===== src/rtl/junction_dose_sequencer.sv =====
// junction_dose_sequencer
// Meters solution 1 and solution 2 into a two-inlet diffusion mixer together, each inlet valve
// open for its own programmed number of cycles. The outlet valve stays open until both inlets
// have closed and a transit/flush interval has elapsed. Completion is then reported with a
// one-cycle done pulse. Each accepted start produces exactly one dose.
//
// Ports:
//   clk            system clock, rising edge
//   rst_n          asynchronous active-low reset
//   start          request one dose (sampled only while idle)
//   abort          synchronous abort of a running dose
//   dose1_cycles   solution-1 inlet open time in cycles
//   dose2_cycles   solution-2 inlet open time in cycles
//   settle_cycles  transit time in cycles after both inlets close
//   valve_soln1    solution-1 inlet valve open
//   valve_soln2    solution-2 inlet valve open
//   valve_out      outlet valve open
//   busy           dose in progress
//   done           one-cycle pulse on normal completion
//   aborted        one-cycle pulse on abort
module junction_dose_sequencer #(
  parameter int unsigned CNT_W = 16
) (
  input  logic             clk,
  input  logic             rst_n,
  input  logic             start,
  input  logic             abort,
  input  logic [CNT_W-1:0] dose1_cycles,
  input  logic [CNT_W-1:0] dose2_cycles,
  input  logic [CNT_W-1:0] settle_cycles,
  output logic             valve_soln1,
  output logic             valve_soln2,
  output logic             valve_out,
  output logic             busy,
  output logic             done,
  output logic             aborted
);

  localparam logic [1:0] StIdle    = 2'd0;
  localparam logic [1:0] StInject  = 2'd1;
  localparam logic [1:0] StTransit = 2'd2;
  localparam logic [1:0] StFinish  = 2'd3;

  logic [1:0]       state_q, state_d;
  // cnt_q holds the 1-based index of the current cycle within INJECT or TRANSIT.
  logic [CNT_W-1:0] cnt_q, cnt_d;
  logic [CNT_W-1:0] d1_q, d1_d, d2_q, d2_d, m_q, m_d, s_q, s_d;
  logic             v1_q, v1_d, v2_q, v2_d, vout_q, vout_d;
  logic             busy_q, busy_d, done_q, done_d, abt_q, abt_d;
  logic [CNT_W-1:0] dose_max;

  assign dose_max = (dose1_cycles >= dose2_cycles) ? dose1_cycles : dose2_cycles;

  always_comb begin
    state_d = state_q;
    cnt_d   = cnt_q;
    d1_d    = d1_q;
    d2_d    = d2_q;
    m_d     = m_q;
    s_d     = s_q;
    v1_d    = 1'b0;
    v2_d    = 1'b0;
    vout_d  = 1'b0;
    busy_d  = 1'b0;
    done_d  = 1'b0;
    abt_d   = 1'b0;
    case (state_q)
      StIdle: begin
        if (start && !abort) begin
          d1_d = dose1_cycles;
          d2_d = dose2_cycles;
          s_d  = settle_cycles;
          m_d  = dose_max;
          if (dose_max != '0) begin
            state_d = StInject;
            cnt_d   = CNT_W'(1);
            v1_d    = (dose1_cycles != '0);
            v2_d    = (dose2_cycles != '0);
            vout_d  = 1'b1;
            busy_d  = 1'b1;
          end else if (settle_cycles != '0) begin
            state_d = StTransit;
            cnt_d   = CNT_W'(1);
            vout_d  = 1'b1;
            busy_d  = 1'b1;
          end else begin
            state_d = StFinish;
            done_d  = 1'b1;
          end
        end
      end
      StInject: begin
        if (abort) begin
          state_d = StIdle;
          cnt_d   = '0;
          abt_d   = 1'b1;
        end else if (cnt_q == m_q) begin
          if (s_q != '0) begin
            state_d = StTransit;
            cnt_d   = CNT_W'(1);
            vout_d  = 1'b1;
            busy_d  = 1'b1;
          end else begin
            state_d = StFinish;
            cnt_d   = '0;
            done_d  = 1'b1;
          end
        end else begin
          // Next cycle index is cnt_q+1; valve stays open while that index <= dose.
          cnt_d  = cnt_q + CNT_W'(1);
          v1_d   = (cnt_q < d1_q);
          v2_d   = (cnt_q < d2_q);
          vout_d = 1'b1;
          busy_d = 1'b1;
        end
      end
      StTransit: begin
        if (abort) begin
          state_d = StIdle;
          cnt_d   = '0;
          abt_d   = 1'b1;
        end else if (cnt_q == s_q) begin
          state_d = StFinish;
          cnt_d   = '0;
          done_d  = 1'b1;
        end else begin
          cnt_d  = cnt_q + CNT_W'(1);
          vout_d = 1'b1;
          busy_d = 1'b1;
        end
      end
      StFinish: begin
        state_d = StIdle;
      end
      default: begin
        state_d = StIdle;
        cnt_d   = '0;
      end
    endcase
  end

  always_ff @(posedge clk or negedge rst_n) begin
    if (!rst_n) begin
      state_q <= StIdle;
      cnt_q   <= '0;
      d1_q    <= '0;
      d2_q    <= '0;
      m_q     <= '0;
      s_q     <= '0;
      v1_q    <= 1'b0;
      v2_q    <= 1'b0;
      vout_q  <= 1'b0;
      busy_q  <= 1'b0;
      done_q  <= 1'b0;
      abt_q   <= 1'b0;
    end else begin
      state_q <= state_d;
      cnt_q   <= cnt_d;
      d1_q    <= d1_d;
      d2_q    <= d2_d;
      m_q     <= m_d;
      s_q     <= s_d;
      v1_q    <= v1_d;
      v2_q    <= v2_d;
      vout_q  <= vout_d;
      busy_q  <= busy_d;
      done_q  <= done_d;
      abt_q   <= abt_d;
    end
  end

  assign valve_soln1 = v1_q;
  assign valve_soln2 = v2_q;
  assign valve_out   = vout_q;
  assign busy        = busy_q;
  assign done        = done_q;
  assign aborted     = abt_q;

endmodule


===== config.mk =====
export PLATFORM = sky130hd
export DESIGN_NAME = junction_dose_sequencer
export DESIGN_NICKNAME = d
export VERILOG_FILES = /design/src/rtl/junction_dose_sequencer.sv
export SDC_FILE = /design/constraint.sdc
export NUM_CORES = 1
export LEC_CHECK = 0
export ABC_AREA = 1
export CAP_MARGIN = 5
export CORE_ASPECT_RATIO = 1.4
export CORE_MARGIN = 2
export CORE_UTILIZATION = 60
export CTS_CLUSTER_SIZE = 25
export DETAILED_ROUTE_END_ITERATION = 12
export DONT_BUFFER_PORTS = 1
export PLACE_DENSITY = 0.73
export SKIP_LAST_GASP = 1
export SLEW_MARGIN = 0
export SYNTH_ARGS = -nofsm -noshare
export SYNTH_HDL_FRONTEND = slang
export SYNTH_SLANG_ARGS = --single-unit

===== constraint.sdc =====
create_clock -name clk -period 5.8 [get_ports clk]
set_clock_uncertainty 0.15 [all_clocks]
set_input_delay 1.16 -clock clk [delete_from_list [all_inputs] [get_ports clk]]
set_output_delay 1.16 -clock clk [all_outputs]
set_load 0.01 [all_outputs]

==> results.cfg <==
[run_status]
status = finished clean

[floorplan]
pin_count = 58
die_w_um = 86.96
std_cell_rows = 42
fp.dieH_um = 120.1
start_util_pct = 61.45
core_area_um2 = 9407
fp.dieArea_um2 = 10450

[route]
viasPerCell = 5.691
drc = 0
routed_wirelength_um = 13720
first_iter_violations = 261
ant_nets = 0
vias = 4974
detail_route.wl_per_cell_um = 15.70
firstDrtPassIters = 5

[grt]
grt_pass1_wl_um = 23060
gr-usage-all-layers_pct = 28.18
antenna_found_initial = 0
grt_max_degree = 88
first_global_vias = 4973
overflow = 0

[worst_setup_path]
critPathCaptureType = register
cp_common_cell = nand2_1
cp_slowest_cell = a21oi_4
rr_endpoint = cnt_q[12]
r2r-start = cnt_q[13]
cpPeakStageDelay_ps = 420
cp_cell_sequence = inv_1, ha_1, a21oi_1, o21ai_1, a21oi_4, nand2_4, o21ai_2, nand2_1, nor2_1, nand2_1, nor2_4, nand3_4, nand2_4, nand2_1, nand2_1
critPathArrivalTime_ps = 3770
cp_data_required_time_ps = 5920
start_kind = input port
crit_fanout = 17
rr_worst_depth = 12
setup.worst_path.class = input port to register
r2r_slack_ps = 3170

[clock_tree]
cts_setup_buffers = 0
clk_latency_ps = 340
cts_root_buffer = clkbuf_16
cts_inserted_buffers = 9
tritoncts = built
clkTransAtPathRegs_ps = 60
ctsResizeCount = 0
htreeDepth = 3
cts_hold_buf = 0
cts.sinks = 87
cts_buffer_depth = 2

[logic_synthesis]
synth_most_common_cell = nand2_1
synth-edff-count = 0
synthSimpleGateAreaFrac_pct = 27.36
synth-xor-area-share_pct = 3.788
synthCells = 774
ys_ff_latch = 87
synthTopCellsByCount = 209 x nand2_1, 107 x inv_1, 87 x dfrtp_1
syn_nets = 877
synth_cell_types = 34
synth_area_um2 = 5781
synth_top_cell_area_share_pct = 37.66
synthTopCellsByArea = dfrtp_1 38%, nand2_1 14%, ha_1 11%, inv_1 6.9%, o21ai_0 6.3%
async_flop_share_pct = 100.0
synthMuxAreaShare_pct = 0
synthAdderAreaFrac_pct = 11.04
yosysWarnings = 0
synth_compound_area_share_pct = 10.80
synth_top_family_by_area = simple AND/OR/NAND/NOR gates
synth_seq_area_share_pct = 37.66
synth_top_area_cell = dfrtp_1
synthFlopType = dfrtp_1
avgSynthCellArea_um2 = 7.468

[placement]
gp_congestion = 0.8842
dpl_worst_slack_ps = 1846
dp_hpwl_um = 10450
dp_cells = 859
placed_area_um2 = 5809
portBuffers = 0

[final_layout]
syn_to_final_growth_pct = 6.234
final_cell_count_no_fill = 874
layout.nets = 863
n_antenna_cell = 0
drive_above_1_share_pct = 4.188
finalInstanceArea_um2 = 6141

[timing]
finalSetupTns_ps = 0
max_freq_mhz = 274.5
layout_setup_ws_ps = 2157
period_share_pct = 62.81
worst_slew_margin_rel_pct = 30.75
drv_slew = 0
fin_crit_ps = 3643
worst_slew_pin_slew_ps = 1029
finalHoldViolCount = 0
rsz0062_at_grt = no
setup_viol = 0

[power_and_ir_drop]
power_density_nw_per_um2 = 405.8
p_leak_nw = 3.087
ir_worst_vdd_v = 0.0002149

[worst_hold_path]
min_to = m_q[4]
hold_start = m_q[4]
hold_path_class = register to register
min_path_cells = 2

[flow_run]
maxCapViolations = 0
-- logic make-up after synthesis --
logic type,count (synthesis)
AOI/OAI and AO/OA,117
xor gates and xnor gates,25
adders and majority gates,51
buffers and inverters,135
DFF,87
and+or+nand+nor,359
-- layout by cell type, fill, tap and decap left out, types with 3 or more instances in the layout --
| master | synthesis | final |
|---|---|---|
| nand3_1 | 45 | 45 |
| xor2_1 | 5 | 5 |
| clkbuf_8 | 0 | 3 |
| nor3b_1 | 10 | 10 |
| nor3_1 | 15 | 15 |
| o21ai_0 | 73 | 73 |
| dfrtp_1 | 87 | 87 |
| buf_4 | 2 | 3 |
| nand4_1 | 13 | 13 |
| nor2_1 | 42 | 41 |
| a21oi_1 | 32 | 32 |
| ha_1 | 51 | 51 |
| xnor2_1 | 20 | 20 |
| clkbuf_16 | 0 | 9 |
| nand2_1 | 209 | 209 |
| inv_1 | 107 | 107 |
| nor4_1 | 14 | 14 |
| or2_2 | 5 | 5 |
-- worst max-delay path: cells and delay by family --
kind,cells,cell delay (ps)
simple gates,9,1330
buf+inv,1,40
compound gates,4,910
fa+ha+maj,1,310
-- routing by layer --
| metal | track usage [%] | vias to the layer above | wire [µm] | share of wire, % |
|---|---|---|---|---|
| met5 | 0 | - | 0 | 0 |
| met4 | 13.87 | 0 | 568 | 4.1 |
| met3 | 5.227 | 43 | 688 | 5.0 |
| met2 | 46.71 | 147 | 6772 | 49 |
| met1 | 34.66 | 2296 | 5694 | 41 |
| li1 | - | 2488 | - | - |
-- layout make-up --
| type | instances | area (µm²) |
|---|---|---|
| Clock buffer | 12 | 266.5 |
| Sequential cell | 87 | 2177 |
| Multi-Input combinational cell | 552 | 3070 |
| Timing Repair Buffer | 3 | 22.52 |
| Fill cell | 813 | 3266 |
| Inverter | 107 | 401.6 |
| Tap cell | 110 | 137.6 |
| Clock inverter | 3 | 65.06 |
-- how the worst max path moves through the flow --
stage                          start        end  slack [ps]
CTS                  dose2_cycles[3]  cnt_q[13]        2190
floorplan           dose2_cycles[11]   cnt_q[4]        2420
finish              dose2_cycles[11]  cnt_q[13]        2160
detailed placement   dose2_cycles[3]  cnt_q[13]        1850
global route        dose2_cycles[11]  cnt_q[11]        1870
global placement     dose2_cycles[3]  cnt_q[14]        1980
-- metrics by stage --
stage	hold slack [ps]	util (%)	power [mW]
floorplan	303.4	-	1.659
detailed placement	333.6	61.76	1.863
finish	353.2	65.28	2.492
global placement	320.5	61.76	1.822
CTS	348.6	65.28	2.506
global route	352.7	65.28	2.685
-- state kept, by name (all words and copies together) (netlist names) --
| signal | count |
|---|---|
| m_q | 16 |
| busy | 1 |
| d2_q | 16 |
| aborted | 1 |
| d1_q | 16 |
| cnt_q | 16 |
| s_q | 16 |
| state_q | 2 |
| valve_soln1 | 1 |
| done | 1 |
| valve_soln2 | 1 |
-- power breakdown --
group          internal (mW)  total [mW]  switching (mW)
logic                  0.331       0.854           0.523
registers              0.851        1.00           0.154
clock network          0.409       0.633           0.224
total                   1.59        2.49           0.901
No activity file was read; power rests on OpenSTA's default activity.
